--- config.mk ---
export PLATFORM = sky130hd
export DESIGN_NAME = interrupt_controller
export DESIGN_NICKNAME = d
export VERILOG_FILES = /design/src/rtl/interrupt_controller.sv
export SDC_FILE = /design/constraint.sdc
export NUM_CORES = 1
export LEC_CHECK = 0
export CORE_MARGIN = 2
export CORE_UTILIZATION = 44
export CTS_CLUSTER_SIZE = 16
export DETAILED_ROUTE_END_ITERATION = 7
export PLACE_DENSITY_LB_ADDON = 0.08
export SLEW_MARGIN = 40
export SYNTH_ARGS = -nofsm -noshare
export SYNTH_HDL_FRONTEND = slang
export SYNTH_SLANG_ARGS = --single-unit
--- constraint.sdc ---
create_clock -name clk -period 4 [get_ports clk]
set_input_delay 0.4 -clock clk [delete_from_list [all_inputs] [get_ports clk]]
set_output_delay 0.4 -clock clk [all_outputs]
set_load 0.03 [all_outputs]
--- src/rtl/interrupt_controller.sv ---
// ============================================================================
// Module  : interrupt_controller
// Purpose : Interrupt entry/RTI sequencer: drain, stack push/pop, vector redirect.
// Revision: 1.0
// ============================================================================
`default_nettype none

module interrupt_controller #(
    parameter int DRAIN_CYCLES = 3,
    parameter int CNT_W        = 2
) (
    input  logic        clk,
    input  logic        reset,
    input  logic        int_req,
    input  logic        rti_decoded,
    input  logic        branch_pending,
    input  logic [31:0] saved_pc,
    output logic        stall,
    output logic        if_flush,
    output logic        id_flush,
    output logic        interrupt,
    output logic        int_ret,
    output logic        int_mem_sel1,
    output logic        int_mem_sel2,
    output logic        int_mem_write,
    output logic        int_mem_read,
    output logic        int_dec_sp,
    output logic        int_inc_sp,
    output logic        restore_flags,
    output logic        int_active,
    output logic [31:0] pc_hold
);

    typedef enum logic [3:0] {
        S_IDLE      = 4'd0,
        S_DRAIN     = 4'd1,
        S_PUSH_HI   = 4'd2,
        S_PUSH_LO   = 4'd3,
        S_PUSH_FL   = 4'd4,
        S_VECTOR    = 4'd5,
        S_RTI_DRAIN = 4'd6,
        S_POP_FL    = 4'd7,
        S_POP_LO    = 4'd8,
        S_POP_HI    = 4'd9,
        S_RESUME    = 4'd10
    } state_t;

    localparam logic [CNT_W-1:0] C_CNT_LAST = CNT_W'(DRAIN_CYCLES - 1);

    state_t             r_state;
    state_t             w_next;
    logic               r_req_d;
    logic               r_pending;
    logic               r_active;
    logic [CNT_W-1:0]   r_cnt;
    logic [31:0]        r_pc_hold;

    logic               w_edge;
    logic               w_int_ok;
    logic               w_cnt_done;
    logic               w_in_drain;
    logic               w_enter_drain;

    assign w_edge        = int_req & ~r_req_d;
    assign w_int_ok      = r_pending & ~branch_pending & ~rti_decoded;
    assign w_cnt_done    = (r_cnt == C_CNT_LAST);
    assign w_in_drain    = (r_state == S_DRAIN) || (r_state == S_RTI_DRAIN);
    assign w_enter_drain = (w_next == S_DRAIN) && (r_state != S_DRAIN);

    always_comb begin
        w_next = r_state;
        case (r_state)
            S_IDLE: begin
                // RTI wins over a waiting interrupt; nesting is blocked while active
                if (rti_decoded && r_active)
                    w_next = S_RTI_DRAIN;
                else if (w_int_ok && !r_active)
                    w_next = S_DRAIN;
            end
            S_DRAIN:     if (w_cnt_done) w_next = S_PUSH_HI;
            S_PUSH_HI:   w_next = S_PUSH_LO;
            S_PUSH_LO:   w_next = S_PUSH_FL;
            S_PUSH_FL:   w_next = S_VECTOR;
            S_VECTOR:    w_next = S_IDLE;
            S_RTI_DRAIN: if (w_cnt_done) w_next = S_POP_FL;
            S_POP_FL:    w_next = S_POP_LO;
            S_POP_LO:    w_next = S_POP_HI;
            S_POP_HI:    w_next = S_RESUME;
            // Tail-chain straight into the next drain when one is waiting
            S_RESUME:    w_next = w_int_ok ? S_DRAIN : S_IDLE;
            default:     w_next = S_IDLE;
        endcase
    end

    always_ff @(posedge clk) begin
        if (reset) begin
            r_state   <= S_IDLE;
            // Keep tracking the request so a level held through reset cannot re-fire
            r_req_d   <= int_req;
            r_pending <= 1'b0;
            r_active  <= 1'b0;
            r_cnt     <= '0;
            r_pc_hold <= '0;
        end else begin
            r_state   <= w_next;
            r_req_d   <= int_req;
            r_pending <= w_edge | (r_pending & (w_next != S_PUSH_HI));
            if (w_in_drain && (w_next == r_state))
                r_cnt <= r_cnt + CNT_W'(1);
            else
                r_cnt <= '0;
            if (r_state == S_VECTOR)
                r_active <= 1'b1;
            else if (r_state == S_RESUME)
                r_active <= 1'b0;
            if (w_enter_drain)
                r_pc_hold <= saved_pc;
        end
    end

    always_comb begin
        stall         = 1'b0;
        if_flush      = 1'b0;
        id_flush      = 1'b0;
        interrupt     = 1'b0;
        int_ret       = 1'b0;
        int_mem_sel1  = 1'b0;
        int_mem_sel2  = 1'b0;
        int_mem_write = 1'b0;
        int_mem_read  = 1'b0;
        int_dec_sp    = 1'b0;
        int_inc_sp    = 1'b0;
        restore_flags = 1'b0;
        case (r_state)
            S_DRAIN, S_RTI_DRAIN: begin
                stall    = 1'b1;
                if_flush = (r_cnt == '0);
                id_flush = (r_cnt == '0);
            end
            S_PUSH_HI, S_PUSH_LO, S_PUSH_FL: begin
                stall         = 1'b1;
                int_mem_write = 1'b1;
                int_dec_sp    = 1'b1;
                int_mem_sel1  = (r_state != S_PUSH_LO);
                int_mem_sel2  = (r_state != S_PUSH_HI);
            end
            S_POP_FL, S_POP_LO, S_POP_HI: begin
                stall         = 1'b1;
                int_mem_read  = 1'b1;
                int_inc_sp    = 1'b1;
                restore_flags = (r_state == S_POP_FL);
                int_mem_sel1  = (r_state != S_POP_LO);
                int_mem_sel2  = (r_state != S_POP_HI);
            end
            S_VECTOR: interrupt = 1'b1;
            S_RESUME: int_ret   = 1'b1;
            default: ;
        endcase
    end

    assign int_active = r_active;
    assign pc_hold    = r_pc_hold;

endmodule

`default_nettype wire

**Word level (Yosys, flattened, before mapping)**

Index checks and enable logic that the tools add are counted.

- Flip-flop bits (word level): 41
- Latch bits: 0
- RAM bits: 0
- Memory bits (read-only): 0
- Input port bits: 37
- Output and inout bits: 45
- Memories: 0

- Add/subtract/negate cells: 1
- Multipliers: 0
- Div/mod/pow operators: 0
- Magnitude comparators: 0
- Eq/ne operators: 19
- Shift operators: 0
- Multiplexer cells: 17
- Bitwise logic cells: 9
- Reduce and logical (&&, ||, !) cells: 14

Operators with widths:

| cell | number |
|---|---|
| $pmux 4 s10 | 1 |
| $eq 4x3->1 const B | 4 |
| $mux 4 | 4 |
| $eq 4x4->1 const B | 3 |
| $ne 4x2->1 const B | 3 |
| $mux 1 | 10 |
| $eq 4x1->1 const B | 2 |
| $eq 4x2->1 const B | 2 |
| $ne 4x4->1 const B | 2 |
| $reduce_or 8->1 | 1 |
| $reduce_or 3->1 | 2 |
| $and 1x1->1 | 4 |
| $eq 4x4->1 | 1 |
| $logic_and 1x1->1 | 4 |
| $logic_not 4->1 | 1 |
| $ne 4x1->1 const B | 1 |
| $not 1->1 | 4 |
| $pmux 1 s2 | 2 |
| $reduce_or 2->1 | 2 |
| $add 2x1->2 const B | 1 |
| $eq 2x2->1 const B | 1 |
| $logic_not 2->1 | 1 |
| $reduce_bool 2->1 | 1 |
| $logic_not 1->1 | 1 |
| other kinds (2) | 2 |

**Logic depth before layout (Yosys ltp)**

Gate-level depths: netlist of the first run.

- Depth in word-level cells: 11
- Gate-level depth with buffers: 6
- Gate-level depth less buffers: 6

**Least setup slack after synthesis of the first run**

Ideal clock, no wire load.

- Kind: reg2out
- From: register r_state[1]
- To: output int_mem_read
- Arrival: 1739 ps
- Data required time: 3600 ps
- Slack: 1861 ps
- Cell stages (with the launch flop): 6
- Path buffers: 2
- Cell sequence: dfxtp_1 clkbuf_1 nand2_1 nor2_1 a21o_1 buf_4

- Word-level cells in the longest chain between the ends: 3
- Elaborated cells on any way between the ends: 5

Ends and longest elaborated chain:

| item | line | RTL |
|---|---|---|
| start: declaration | 50 | `state_t r_state;` |
| start signal: assignment | 105 | `r_state <= w_next;` |
| $eq 4x3->1 / $eq 4x4->1 (equally long branches) | -- |  |
| $reduce_or 3->1 * | -- |  |
| $mux 1 * | -- |  |
| end: declaration | 26 | `output logic int_mem_read,` |

Every way passes the cells marked *; elsewhere a longest branch is shown, timed or not.

**Worst setup path after layout of the first run**

- From: register r_state[0]
- To: output id_flush

- Word-level cells in the longest chain between the ends: 3
- Elaborated cells on any way between the ends: 4

Ends and longest elaborated chain:

| item | line | RTL |
|---|---|---|
| $eq 4x1->1 / $eq 4x3->1 (equally long branches) | 134 | `case (r_state)` |
| $reduce_or 2->1 * | 134 |  |
| $mux 1 * | 134 |  |
| end: declaration | 20 | `output logic id_flush,` |

Marks and branches as above.

==> summary.txt, run 1 <==
STA
  – Final Hold Slack: 426 ps
  – RSZ-0062 raised after global routing: false
  – Final worst-path cycle share: 70.1%
  – Final Hold Viols: 0
  – Slew Limit Fails: 0
  – Clock Skews: 7.83 ps
  – Final setup viols: 0
  – Final worst path period need: 2800 ps
  – Setup_tns: 0 ps
  – Max_slew headroom: 60.4%
  – Max Clk Rate: 357 MHz
  – Slew @ Worst Pin: 593 ps

Power
  – Int Power: 0.613 mW
  – Cell Pwr Density: 299 nW/µm²
  – NetSw: 0.181 mW
  – LEAKAGE: 0.928 nW
  – Net Sw Frac: 22.7%
  – Clock share of power: 34.4%
  – Sequential Power Share: 53.1%
  – Combinational Power Share: 12.5%
  – Worst VDD drop: 0.244 mV

Clocking
  – Htree depth: 2
  – Maximum root-to-sink buffer count: 2
  – CTS Hold Bufs: 0
  – Clk sinks: 41
  – Latest clock arrival within the worst-skew pair: 280 ps
  – Postcts setup bufs: 0
  – TritonCTS clock tree: done
  – Worst-path clk slew: 70 ps
  – PostCTS Resize Cnt: 0
  – Root Driver: clkbuf_8
  – TritonCTS Buffers: 5

Synth
  – Syn_nets: 225
  – Simple-Gate Fraction of Synth Area: 18.5%
  – Yosys Warn Count: 0
  – Largest family of logic cells by synthesized area: simple AND/OR/NAND/NOR gates
  – Compound-Gate Fraction of Synth Area: 8.42%
  – Synthesized netlist cell count: 186
  – Multiplexer area fraction after synthesis: 18.1%
  – Post-synthesis adder-cell area fraction: 1.42%
  – Count of cell types in the netlist: 35
  – Post-synthesis register bit count: 41
  – Mean Syn Cell Area: 9.51 µm²
  – Main synth FF type: dfxtp_1
  – Mapped cell area: 1770 µm²
  – Post-synth EDFFs: 0
  – Synth Area in XOR/XNOR: 0%
  – Seq/Total Area, Yosys: 46.4%
  – Async S/R FF share, synth: 0%

Run
  – Maxcap violations: 0

Layout
  – Non-Filler Instances: 313
  – Most common cell after layout, fill and taps aside: clkdlybuf4s50_1
  – Post-layout nets: 301
  – Layout cell share with drive strength beyond 1: 4.94%
  – Area Growth Syn to Fin: 50.0%
  – Antenna cells: 0
  – Most frequent cells in the layout: clkdlybuf4s50_1, nor2_1, dfxtp_1, mux2i_1, inv_1

GRT
  – Number of global-route vias before repair: 1314
  – Initial antenna violation count: 0
  – GRT Total Usage: 16.6%
  – Largest net degree at the start of global routing: 33
  – First-pass GRT wire length: 5.80 mm
  – GRT Residual Overflow: 0

Status
  – Status: finished clean

Placement
  – HPWL after detailed placement: 2.60 mm
  – Input/output buffers: 81
  – Post-Place Cells: 305
  – GPL Wtd Cong: 0.833

Worst setup path
  – Data arrival, critical path: 2400 ps
  – Crit path launch type: register
  – Kind of end point of the critical path: output port
  – Setup slack, reg-to-reg: 1830 ps
  – Crit Path Max Fanout: 14
  – CP required: 3600 ps
  – CP Class: reg2out

Floorplan
  – Chip height: 67.4 µm
  – Initial Util: 44.8%
  – Die Area: 4540 µm²
  – FP Rows: 23
  – Ports: 82
  – Core ar.: 3940 µm²
  – Die W: 67.4 µm

Routing
  – Routed wire per std cell: 11.5 µm
  – First DRT Iteration DRCs: 86
  – Vias per cell: 4.83
  – First-pass DRT Iterations: 4
  – Post-Route WL: 3.60 mm
  – Detail Route Antenna Nets: 0
  – # DRC: 0
  – Via count: 1512

Hold path
  – Worst hold path type: reg2reg
==> worst max-delay path, cell delays in order, from the launching register on <==
cell and delay, ps:
dfxtp_1 560, or3b_2 520, a21oi_1 220, and2_1 170
clkdlybuf4s50_1 660
==> routing by layer <==
metal	routed length (µm)	vias to the layer above	track usage [%]
met5	0	-	0
met2	1700	55	24.9
met1	1600	680	22.3
met4	11	0	5.36
li1	-	775	-
met3	289	2	6.17
==> final cells by class <==
type,instances,area (µm²)
fillers,313,1290
repair buffers,83,826
flip-flops and latches,41,821
multi-input cells,124,821
clock buffers,6,82.6
well taps,50,62.6
inverters,7,26.3
clock inverters,2,13.8
==> flip-flops by register name, indices dropped and copies added, names as in the netlist <==
signal and count:
int_active 1, pc_hold 32, r_req_d 1, r_pending 1
r_cnt 2, r_state 4
==> power groups by stage <==
| stage | clock, mW | sequential, mW | combinational, mW |
|---|---|---|---|
| 5_1_grt | 0.301 | 0.423 | 0.107 |
| 6_report | 0.273 | 0.421 | 0.0992 |
| 3_3_place_gp | 0 | 0.431 | 0.0993 |
| 3_5_place_dp | 0 | 0.431 | 0.0998 |
| 4_1_cts | 0.287 | 0.422 | 0.100 |
| 2_1_floorplan | 0 | 0.443 | 0.0337 |
==> kinds of logic after synthesis <==
family | Yosys count
simple gates | 70
flops | 41
mux | 32
buf+inv | 21
compound gates | 20
fa+ha+maj | 2
==> synth_stat cells, types with 2 or more instances <==
cell type,instances,area (µm²)
clkbuf_1,6,22.5
mux2i_1,32,320
buf_2,2,10.0
inv_1,7,26.3
buf_8,3,45.0
nor2b_1,4,25.0
buf_4,3,22.5
a21oi_1,5,25.0
nor2_1,45,169
a31oi_1,2,12.5
dfxtp_1,41,821
nand2b_1,6,37.5
a2111oi_0,2,17.5
and2_1,2,12.5
nand4_1,2,12.5
nand2_1,4,15.0
ha_1,2,25.0
==> worst paths after layout <==
check	startpoint	to	cells after the start
worst max-delay path	r_state[0]	id_flush	4
worst max register to register	r_state[2]	pc_hold[9]	5
worst min-delay path	r_cnt[0]	r_cnt[0]	1
worst min register to register	r_cnt[0]	r_cnt[0]	1
==> through the flow <==
step / power, mW / cell area [µm²] / utilization [%] / setup WS, ps
CTS: 0.808 / 2650 / 67.3 / 1190
global placement: 0.530 / 2560 / 64.8 / 1530
global route: 0.830 / 2650 / 67.3 / 1040
floorplan: 0.477 / 1770 / - / 1860
finish: 0.794 / 2650 / 67.3 / 1200
detailed placement: 0.531 / 2560 / 64.8 / 1490
Note: power is estimated with default switching activity, not from simulation.
==> inputs of run 2 (changes only) <==
- CORE_UTILIZATION: 44 -> 37
- clock period: 4 -> 2.5 ns (I/O delays scaled with it)
==> run 2 against run 1 <==
Clock skew about the same. Critical path depth increased by 1. Sequential share of layout area down 0.38 points. Hold slack worse by 4.6 ps. Combinational power increased by 63%. Utilization fell by 9.5 points. Via count down 0.66%. Flip-flop and latch count unchanged. First-iteration DRC count down 4.7%. Clock power rose by 52%. Final cell count increased by 2.2%. Count of clock-buffer cells in the layout unchanged. Critical path type unchanged. Largest power group unchanged.
==> summary.txt, run 2 (synthesis gave the netlist of run 1 again) <==
STA
  – Max Clk Rate: 421 MHz
  – Final worst-path cycle share: 95.0%
  – Clock Skews: 7.38 ps (was 7.83 ps)
  – Slew @ Worst Pin: 456 ps (was 593 ps)
  – Setup_tns: 0 ps (unchanged)
  – Final setup margin: 125 ps (was 1200 ps)
  – RSZ-0062 raised after global routing: false (unchanged)
  – Slew Limit Fails: 0 (unchanged)
  – Final Hold Viols: 0 (unchanged)
  – Final worst path period need: 2380 ps
  – Max_slew headroom: 69.5% (was 60.4%)
  – Final setup viols: 0 (unchanged)

Worst setup path
  – CP required: 2250 ps (was 3600 ps)
  – Crit path launch type: register (unchanged)
  – Crit Path Max Fanout: 11 (was 14)
  – Kind of end point of the critical path: output port (unchanged)
  – Max incr delay on CP: 680 ps (was 660 ps)
  – Critical-path top delay cell: clkdlybuf4s50_1 (unchanged)
  – CP Class: reg2out (unchanged)
  – Data arrival, critical path: 2130 ps (was 2400 ps)
  – Worst path bufs/invs: 2 (was 1)
  – Top delay family on crit path: buffers and inverters (was simple AND/OR/NAND/NOR gates)
  – Worst-path cell chain: buf_4, or3b_1, and2_1, o22ai_1, clkdlybuf4s50_1 (was or3b_2, a21oi_1, and2_1, clkdlybuf4s50_1)

Clocking
  – Maximum root-to-sink buffer count: 2 (unchanged)
  – Worst-path clk slew: 80 ps (was 70 ps)
  – Clk sinks: 41 (unchanged)
  – Latest clock arrival within the worst-skew pair: 280 ps (about the same)
  – CTS Hold Bufs: 0 (unchanged)
  – TritonCTS clock tree: done (unchanged)
  – Postcts setup bufs: 0 (unchanged)
  – Root Driver: clkbuf_8 (unchanged)
  – TritonCTS Buffers: 5 (unchanged)
  – Htree depth: 2 (unchanged)

Layout
  – Fill count: 444 (was 313)
  – Finished Core Util: 57.8% (was 67.3%)
  – Layout cell share with drive strength beyond 1: 6.39% (was 4.94%)
  – Antenna cells: 0 (unchanged)
  – Area Growth Syn to Fin: 52.4% (was 50.0%)
  – Cell area after layout: 2690 µm² (was 2650 µm²)
  – Most frequent cells in the layout: clkdlybuf4s50_1, nor2_1, dfxtp_1, mux2i_1, inv_1 (unchanged)
  – Post-layout nets: 304 (was 301)
  – Most common cell after layout, fill and taps aside: clkdlybuf4s50_1 (unchanged)
  – Number of flip-flops in the largest register: 32 (unchanged)

Run
  – Maxcap violations: 0 (unchanged)

Routing
  – # DRC: 0 (unchanged)
  – Routed wire per std cell: 11.9 µm (was 11.5 µm)
  – Via count: 1502 (was 1512)
  – Post-Route WL: 3.81 mm (was 3.60 mm)
  – First-pass DRT Iterations: 4 (unchanged)
  – First DRT Iteration DRCs: 82 (was 86)
  – Vias per cell: 4.69 (was 4.83)
  – Detail Route Antenna Nets: 0 (unchanged)

GRT
  – GRT Residual Overflow: 0 (unchanged)
  – Number of global-route vias before repair: 1394 (was 1314)
  – GRT Total Usage: 14.6% (was 16.6%)
  – First-pass GRT wire length: 6.13 mm (was 5.80 mm)
  – Initial antenna violation count: 0 (unchanged)
  – Largest net degree at the start of global routing: 33 (unchanged)

Floorplan
  – Die Area: 5350 µm² (was 4540 µm²)
  – Die W: 73.1 µm (was 67.4 µm)
  – Initial Util: 37.9% (was 44.8%)
  – Chip height: 73.1 µm (was 67.4 µm)
  – FP Rows: 25 (was 23)
  – Core ar.: 4660 µm² (was 3940 µm²)
  – Ports: 82 (unchanged)

Power
  – Worst VDD drop: 0.407 mV (was 0.244 mV)
  – LEAKAGE: 0.988 nW (was 0.928 nW)
  – Cell Pwr Density: 465 nW/µm² (was 299 nW/µm²)
  – Tot Pwr: 1.25 mW (was 0.794 mW)

Placement
  – Input/output buffers: 81 (unchanged)
  – GPL Wtd Cong: 0.787 (was 0.833)
  – Pre-CTS setup slack: 318 ps (was 1490 ps)
  – HPWL after detailed placement: 2.73 mm (was 2.60 mm)
  – Post-DP Area: 2600 µm² (was 2560 µm²)

Status
  – Status: finished clean (unchanged)

Hold path
  – Worst hold path type: in2reg (was reg2reg)
==> run 2: cell types whose count changed in the layout (fill, tap and decap cells not counted), sizes merged <==
cell | before | now
clkinv | 2 | 0
buf | 2 | 5
clkinvlp | 0 | 2
dlymetal6s2s | 0 | 3
clkdlybuf4s50 | 81 | 78
==> run 2: per-stage QoR <==
step | std cells | hold slack (ps)
finish | 320 | 421
global route | 320 | 407
CTS | 320 | 406
detailed placement | 312 | 416
global placement | 312 | 416
floorplan | 186 | 278
==> run 2: what timing repair did <==
item	CTS	global route
setup endpoints to repair	0	5
resized for setup	0	5
endpoints found under the hold margin	0	0
==> run 2: power by group <==
part | internal [mW] | total (mW) | switching [mW]
clock | 0.197 | 0.416 | 0.220
combinational | 0.0932 | 0.162 | 0.0688
sequential | 0.666 | 0.673 | 0.00662
==> run 2: path summary, 6_finish.rpt <==
| path | slack [ps] | cells after the start | from | end |
|---|---|---|---|---|
| max reg2reg | 490 | 6 | r_state[2] | pc_hold[9] |
| min | 420 | 1 | int_req | r_req_d |
| max | 120 | 5 | r_state[0] | int_mem_sel1 |
| min reg2reg | 430 | 1 | r_cnt[0] | r_cnt[0] |
==> run 2: final cells by class <==
class	instances	area, µm²	area share, %
clock inverter	2	15.0	0.557
timing repair buffer	86	868	32.2
sequential	41	823	30.6
clock buffer	6	72.6	2.69
multi-input combinational	124	821	30.5
tap	54	67.6	2.51
inverter	7	26.3	0.975
==> run 2: worst reg2reg max path: cells and delay by family (launching register included) <==
kind | cells | cell delay (ps)
AO/OA/AOI/OAI | 1 | 290
buffers and inverters | 2 | 430
flip-flops | 1 | 330
multiplexers | 1 | 250
AND/OR/NAND/NOR | 2 | 600
==> run 2: per-layer routing <==
layer  global-route usage, %  routed length, µm
met1                    17.9               1690
met2                    22.0               1650
met3                    7.04                417
met4                    5.76                 47
met5                       0                  0
==> inputs of run 3 (changes only) <==
- SKIP_CTS_REPAIR_TIMING: default -> 1
==> results of run 3 <==
The final DEF is identical to that of run 2; final timing and power are the same.
